$ cat config.mk
export PLATFORM = sky130hd
export DESIGN_NAME = exu_csr_flat
export DESIGN_NICKNAME = d
export VERILOG_FILES = /design/src/rtl/ysyx_24080006_pkg.sv /design/src/rtl/exu_csr_if.sv /design/src/rtl/exu_csr.sv /design/src/flat_wrapper.sv
export SDC_FILE = /design/constraint.sdc
export NUM_CORES = 1
export LEC_CHECK = 0
export BUFFER_PORTS_ARGS = -buffer_cell sky130_fd_sc_hd__buf_2
export CORE_MARGIN = 2
export CORE_UTILIZATION = 57
export DETAILED_ROUTE_END_ITERATION = 7
export PLACE_DENSITY = 0.8
export SYNTH_ARGS = -nofsm -noshare
export SYNTH_HDL_FRONTEND = slang
export SYNTH_SLANG_ARGS = --single-unit
export TNS_END_PERCENT = 1
$ cat constraint.sdc
create_clock -name clock -period 2.29 [get_ports clock]
set_input_delay 0.1145 -clock clock [delete_from_list [all_inputs] [get_ports clock]]
set_output_delay 0.1145 -clock clock [all_outputs]
set_load 0.02 [all_outputs]
$ cat src/rtl/ysyx_24080006_pkg.sv
// Shared constants and types for the execute-stage M-mode CSR unit.
package ysyx_24080006_pkg;

  localparam int unsigned XLEN   = 32;
  localparam int unsigned CSR_AW = 12;

  typedef enum logic [1:0] {
    CSR_RW = 2'b01,
    CSR_RS = 2'b10,
    CSR_RC = 2'b11
  } csr_op_e;

  typedef struct packed {
    logic              csr_enable;
    csr_op_e           csr_op;
    logic              csr_imm;
    logic [4:0]        csr_uimm;
    logic [CSR_AW-1:0] csr_addr;
  } csr_set_t;

  localparam logic [CSR_AW-1:0] CSR_MSTATUS   = 12'h300;
  localparam logic [CSR_AW-1:0] CSR_MTVEC     = 12'h305;
  localparam logic [CSR_AW-1:0] CSR_MSCRATCH  = 12'h340;
  localparam logic [CSR_AW-1:0] CSR_MEPC      = 12'h341;
  localparam logic [CSR_AW-1:0] CSR_MCAUSE    = 12'h342;
  localparam logic [CSR_AW-1:0] CSR_MVENDORID = 12'hF11;
  localparam logic [CSR_AW-1:0] CSR_MARCHID   = 12'hF12;
  localparam logic [CSR_AW-1:0] CSR_MCYCLE    = 12'hB00;
  localparam logic [CSR_AW-1:0] CSR_MCYCLEH   = 12'hB80;

  localparam int unsigned MSTATUS_MIE    = 3;
  localparam int unsigned MSTATUS_MPIE   = 7;
  localparam int unsigned MSTATUS_MPP_LO = 11;
  localparam int unsigned MSTATUS_MPP_HI = 12;

  localparam logic [XLEN-1:0] MVENDORID_VAL  = 32'h7973_7978;
  localparam logic [XLEN-1:0] MARCHID_VAL    = 32'h016F_6E86;
  localparam logic [XLEN-1:0] MCAUSE_ECALL_M = 32'd11;

  // Read-modify-write combine for CSRRW/CSRRS/CSRRC and their immediate forms.
  function automatic logic [XLEN-1:0] csr_alu(input csr_op_e op,
                                              input logic [XLEN-1:0] old,
                                              input logic [XLEN-1:0] src);
    case (op)
      CSR_RW:  return src;
      CSR_RS:  return old | src;
      CSR_RC:  return old & ~src;
      default: return old;
    endcase
  endfunction

endpackage

$ cat src/rtl/exu_csr_if.sv
// EX-control to CSR-unit bundle: commit pulse, instruction decode and read data.
interface exu_csr_if;
  import ysyx_24080006_pkg::*;

  logic            valid_i;
  logic            ecall;
  logic            mret;
  logic [XLEN-1:0] pc;
  csr_set_t        csr_set;
  logic [XLEN-1:0] csr_wdata;
  logic [XLEN-1:0] csr_rdata;

  modport master (output valid_i, ecall, mret, pc, csr_set, csr_wdata,
                  input  csr_rdata);
  modport slave  (input  valid_i, ecall, mret, pc, csr_set, csr_wdata,
                  output csr_rdata);
endinterface

$ cat src/rtl/exu_csr.sv
// Machine-mode CSR file with combinational read and ecall/mret side effects.
// Define CSR_COUNTER_EN to build the 64-bit mcycle/mcycleh counter.
module exu_csr
  import ysyx_24080006_pkg::*;
(
  input  logic      clock,
  input  logic      reset,
  exu_csr_if.slave  csr_bus
);

  logic            mie_q, mpie_q;
  logic [XLEN-1:0] mtvec_q, mscratch_q, mepc_q, mcause_q;
  logic [XLEN-1:0] mstatus_c, addr_rdata_c, src_c, wval_c;
  logic            csr_we_c;
`ifdef CSR_COUNTER_EN
  logic [63:0]     mcycle_q;
`endif

  // Only MIE/MPIE are stored; MPP reads as machine mode.
  always_comb begin
    mstatus_c                                = '0;
    mstatus_c[MSTATUS_MPP_HI:MSTATUS_MPP_LO] = 2'b11;
    mstatus_c[MSTATUS_MPIE]                  = mpie_q;
    mstatus_c[MSTATUS_MIE]                   = mie_q;
  end

  always_comb begin
    addr_rdata_c = '0;
    case (csr_bus.csr_set.csr_addr)
      CSR_MSTATUS:   addr_rdata_c = mstatus_c;
      CSR_MTVEC:     addr_rdata_c = mtvec_q;
      CSR_MSCRATCH:  addr_rdata_c = mscratch_q;
      CSR_MEPC:      addr_rdata_c = mepc_q;
      CSR_MCAUSE:    addr_rdata_c = mcause_q;
      CSR_MVENDORID: addr_rdata_c = MVENDORID_VAL;
      CSR_MARCHID:   addr_rdata_c = MARCHID_VAL;
`ifdef CSR_COUNTER_EN
      CSR_MCYCLE:    addr_rdata_c = mcycle_q[31:0];
      CSR_MCYCLEH:   addr_rdata_c = mcycle_q[63:32];
`endif
      default:       addr_rdata_c = '0;
    endcase
  end

  // Trap entry/return targets take over the read port for the next-PC mux.
  assign csr_bus.csr_rdata = csr_bus.ecall ? mtvec_q :
                             csr_bus.mret  ? mepc_q  : addr_rdata_c;

  assign src_c    = csr_bus.csr_set.csr_imm ? XLEN'({27'd0, csr_bus.csr_set.csr_uimm})
                                            : csr_bus.csr_wdata;
  assign wval_c   = csr_alu(csr_bus.csr_set.csr_op, csr_bus.csr_rdata, src_c);
  assign csr_we_c = csr_bus.valid_i & ~csr_bus.ecall & ~csr_bus.mret
                  & csr_bus.csr_set.csr_enable;

  always_ff @(posedge clock) begin
    if (reset) begin
      mie_q      <= 1'b0;
      mpie_q     <= 1'b0;
      mtvec_q    <= '0;
      mscratch_q <= '0;
      mepc_q     <= '0;
      mcause_q   <= '0;
    end else if (csr_bus.valid_i) begin
      if (csr_bus.ecall) begin
        mepc_q   <= csr_bus.pc;
        mcause_q <= MCAUSE_ECALL_M;
        mpie_q   <= mie_q;
        mie_q    <= 1'b0;
      end else if (csr_bus.mret) begin
        mie_q    <= mpie_q;
        mpie_q   <= 1'b1;
      end else if (csr_we_c) begin
        case (csr_bus.csr_set.csr_addr)
          CSR_MSTATUS: begin
            mie_q  <= wval_c[MSTATUS_MIE];
            mpie_q <= wval_c[MSTATUS_MPIE];
          end
          CSR_MTVEC:    mtvec_q    <= wval_c;
          CSR_MSCRATCH: mscratch_q <= wval_c;
          CSR_MEPC:     mepc_q     <= {wval_c[XLEN-1:1], 1'b0};
          CSR_MCAUSE:   mcause_q   <= wval_c;
          default: ;
        endcase
      end
    end
  end

`ifdef CSR_COUNTER_EN
  // A committed write to either half suppresses the increment for the whole counter.
  always_ff @(posedge clock) begin
    if (reset) begin
      mcycle_q <= '0;
    end else if (csr_we_c && csr_bus.csr_set.csr_addr == CSR_MCYCLE) begin
      mcycle_q[31:0]  <= wval_c;
    end else if (csr_we_c && csr_bus.csr_set.csr_addr == CSR_MCYCLEH) begin
      mcycle_q[63:32] <= wval_c;
    end else begin
      mcycle_q <= mcycle_q + 64'd1;
    end
  end
`endif

endmodule

$ cat src/flat_wrapper.sv
// flat-port wrapper written by rule: the top's interface ports become plain ports
module exu_csr_flat import ysyx_24080006_pkg::*;
  (clock, reset, csr_bus_valid_i, csr_bus_ecall, csr_bus_mret, csr_bus_pc, csr_bus_csr_set, csr_bus_csr_wdata, csr_bus_csr_rdata);
  exu_csr_if csr_bus_i ();
  input  logic clock;
  input  logic reset;
  input wire logic [$bits(csr_bus_i.valid_i)-1:0] csr_bus_valid_i;
  input wire logic [$bits(csr_bus_i.ecall)-1:0] csr_bus_ecall;
  input wire logic [$bits(csr_bus_i.mret)-1:0] csr_bus_mret;
  input wire logic [$bits(csr_bus_i.pc)-1:0] csr_bus_pc;
  input wire logic [$bits(csr_bus_i.csr_set)-1:0] csr_bus_csr_set;
  input wire logic [$bits(csr_bus_i.csr_wdata)-1:0] csr_bus_csr_wdata;
  output wire logic [$bits(csr_bus_i.csr_rdata)-1:0] csr_bus_csr_rdata;
  assign csr_bus_i.valid_i = csr_bus_valid_i;
  assign csr_bus_i.ecall = csr_bus_ecall;
  assign csr_bus_i.mret = csr_bus_mret;
  assign csr_bus_i.pc = csr_bus_pc;
  assign csr_bus_i.csr_set = csr_bus_csr_set;
  assign csr_bus_i.csr_wdata = csr_bus_csr_wdata;
  assign csr_bus_csr_rdata = csr_bus_i.csr_rdata;
  exu_csr u_core (.clock(clock), .reset(reset), .csr_bus(csr_bus_i));
endmodule
==> reports/summary.md <==
- complete, no violations — result of the run
- 26.1 mm — total wire length after detailed routing
- buf_2 — most common cell type on the critical path
- 14,300 um2 — Die Footprint
- yes — clock tree from TritonCTS
- csr_bus_pc[3] — startpoint of the lowest-slack hold path
- 16.7 mm — Final HPWL DP
- 1,086 — syn_nets
- no — RSZ-0062 raised after global routing
- primary input — CP Launch Type
- 1,255 — cell count after placement
- 130 — TritonCTS Sinks
- 0.37 ns — flop-to-flop setup slack
- 0.362 — All-Layer GR Usage
- dfxtp_1 — most used flip-flop cell after synthesis
- 0 — Maximum Capacitance Violations
- 0 — number of gates resized after cts
- 0 — total of warnings raised by yosys
- 42 — placement row count
- dfxtp_1 34%, a21oi_1 7.1%, nand2_1 6.4%, o21ai_0 5.9%, nor2_1 3.9% — leading post-synthesis cells by cell area
- 0 — max-slew violation count
- 120 um — overall die height
- 8,145 — via count of the first global-routing pass
- 13,100 um2 — Core Box Area
- buf_2 > and4bb_2 > buf_4 > a31oi_2 > a31oi_1 > buf_2 — series of cell instances along the critical path
- 0 — total gr overflow
- 3 — WHS Path Cells
- clkbuf_16 — CTS root buffer
- 4 — H-tree levels
- 1,202 — Nets
- 2.18 ns — data required time of the worst path
- 69 — maximum number of pins on one net before global-route repair
- 121 — port bufs
- 17 — CTS Buf Count
- 996 — number of standard cells after synthesis
- 0.06 ns — clock transition at the registers of the reported paths
- u_core.mepc_q[7] — FF-to-FF End
- 20.1 um — average wire per standard cell
- 0.228 — fraction of layout cells with a size suffix above 1
- 7630 um2 — synthesized area
- u_core.mpie_q — worst reg2reg startpoint
- 0.341 — portion of the post-synthesis area used by sequential elements
- 1.95 ns — signal arrival time at the worst endpoint
- 1,301 — number of standard cells in the final layout excluding fillers
- 0 — count of antenna-violating nets left after detailed routing
- 0.896 ns — worst slew pin tran
- 1,035 — # fillers
- 15 — largest fanout on the critical path
- 122 — number of top-level pins
- 0.75 ns — Largest stage delay, worst path
- 0.712 — post-route core utilization
- 0.00491 ns — largest clock skew in the final design
- primary input to flop — Worst Hold Class
- 0.341 — top cell type's share of synthesized area
- 0 — count of inserted antenna diode cells
- 0.42 ns — worst-skew pair later-pin latency
- 0.934 — gp weighted congestion
- a31oi_2 — slowest library cell on the worst path
- 0 — antenna violations before repair
- 7 — Pre-antenna DRT Iters
- 9350 um2 — post-route cell area
- 0 — number of failing hold endpoints at the final stage
- 0 — DRC violation count after routing
- 41.1 mm — first-pass GRT wire length
- dfxtp_1 — most area-hungry cell type in the Yosys netlist
- 0 — Async S/R FF share, synth
- 72 — number of library cell types mapped by synthesis
- 22.5% — relative area change from synthesis to final layout
- primary output — crit end category
- 0.00370 uW — Leak Pwr
- 8500 um2 — Placement Cell Area
- 7 — Register-to-Register Path Depth
- 0 ns — final-layout setup total negative slack
- 706 nW/um2 — pwr dens
- u_core.mepc_q[3] — Endpoint, Worst Hold
- 0 — count of final setup violators
- 2.07 ns — Final Critical Period
- 6.66 — number of vias per cell
- 0 — count of flip-flops with a built-in enable after synthesis
- 1,262 — drt first-iter violations
- 0.902 — post-route fraction of the period consumed by the critical path
- primary input to primary output — type of the setup path with the least slack
- 0.581 — Starting Density
- 484 MHz — achievable clock frequency
- 7.67 um2 — Syn Area/Cell
- 8,660 — Vias
- 0.0174 ns — worst hold slack
- 0.401 — worst slew margin relative to its limit
- 120 um — die width
- 0.547 mV — VDD IR-drop max
- 130 — flip-flop and latch count after synthesis
- 2 — Clock Tree Buf Depth
-- power by group --
| part | switching [uW] | internal [uW] |
|---|---|---|
| Combinational | 589 | 354 |
| Clock | 1040 | 2260 |
| Sequential | 37.4 | 2320 |
-- cell usage in the layout, fill, tap and decap left out, types with 4 or more instances in the layout --
cell type	n
nand2_1	131
dfxtp_1	130
buf_2	121
a21oi_1	108
o21ai_0	90
nor2_1	77
buf_4	47
a22oi_1	32
a31oi_1	31
nor3_1	23
nand2b_1	23
a221oi_1	18
a22o_1	18
nand4_1	17
clkbuf_16	17
inv_1	15
o211ai_1	15
or3b_2	14
dlygate4sd3_1	14
o211a_1	12
and3_1	11
o2111ai_1	11
mux2i_1	10
nor2b_1	9
o21ai_1	9
nand3_1	8
a211oi_1	8
bufinv_16	8
nand3b_1	7
mux2_2	7
buf_12	6
a31o_2	5
a21o_1	5
a32oi_1	4
-- worst max-delay path: cells and delay by family --
kind            cells  cell delay (ns)
compound gates      2             1.00
buf+inv             3             0.56
simple gates        1             0.28
-- sequential cells by signal, indices dropped and copies added (netlist names) --
register and count:
u_core.mscratch_q 32, u_core.mepc_q 32, u_core.mcause_q 32, u_core.mtvec_q 32, u_core.mie_q 1, u_core.mpie_q 1
-- area by class of cell --
cell class              instances  area [um2]  area share
clock inverters                14         282      0.0301
flip-flops and latches        130        2600       0.278
inverters                      16        60.1     0.00642
clock buffers                  18         429      0.0459
multi-input cells             759        4540       0.485
repair buffers                188        1220       0.130
well taps                     176         220      0.0235
-- how the worst max path moves through the flow --
stage,start,to,slack (ns),cells after the start
after global placement,csr_bus_csr_set[5],u_core.mpie_q,0.04,9
after global routing,csr_bus_csr_set[0],csr_bus_csr_rdata[3],0.14,7
after detailed placement,csr_bus_csr_set[1],u_core.mcause_q[5],0.03,10
after floorplan,csr_bus_csr_set[0],u_core.mscratch_q[11],0.17,10
final,csr_bus_csr_set[6],csr_bus_csr_rdata[22],0.22,6
after CTS,csr_bus_csr_set[0],csr_bus_csr_rdata[22],0.28,7
-- through the flow --
| stage | setup WS, ns | total power, uW |
|---|---|---|
| detailed placement | 0.0332 | 3300 |
| CTS | 0.282 | 6580 |
| global route | 0.138 | 6790 |
| floorplan | 0.170 | 2970 |
| finish | 0.224 | 6600 |
| global placement | 0.0397 | 3280 |
-- repair_timing --
item,in CTS,in global routing
hold buffers,14,0
endpoints found under the setup margin,0,0
hold endpoints to repair,14,0
buffers inserted,0,0
-- cell families after synthesis --
logic type	Yosys count	share of synthesized area
compound gates	396	0.342
flops	130	0.341
simple gates	346	0.226
mux	17	0.0234
buf+inv	107	0.0670
-- per-layer routing --
| metal | routed length, um | track usage |
|---|---|---|
| met2 | 12400 | 0.610 |
| met5 | 0 | 0 |
| met1 | 10100 | 0.439 |
| met4 | 1180 | 0.184 |
| met3 | 2490 | 0.0732 |
-- cells in the mapped netlist (all sizes together), types with 2 or more instances --
cell type,instances
nand2,131
dfxtp,130
a21oi,111
o21ai,100
nor2,80
clkbuf,60
a22oi,33
a31oi,33
buf,31
nand2b,23
nor3,23
a221oi,19
a22o,18
nand4,17
o211ai,16
inv,15
or3b,14
o211a,12
and3,11
o2111ai,11
mux2i,10
nor2b,9
a211oi,8
nand3,8
nand3b,8
mux2,7
a21o,5
a31o,5
a32oi,4
or2,4
a41oi,3
and2,3
and4b,3
nor4,3
o221ai,3
a222oi,2
and4bb,2
nor4b,2
o21a,2
o22ai,2
or3,2
Power figures use the tool's default switching activity.
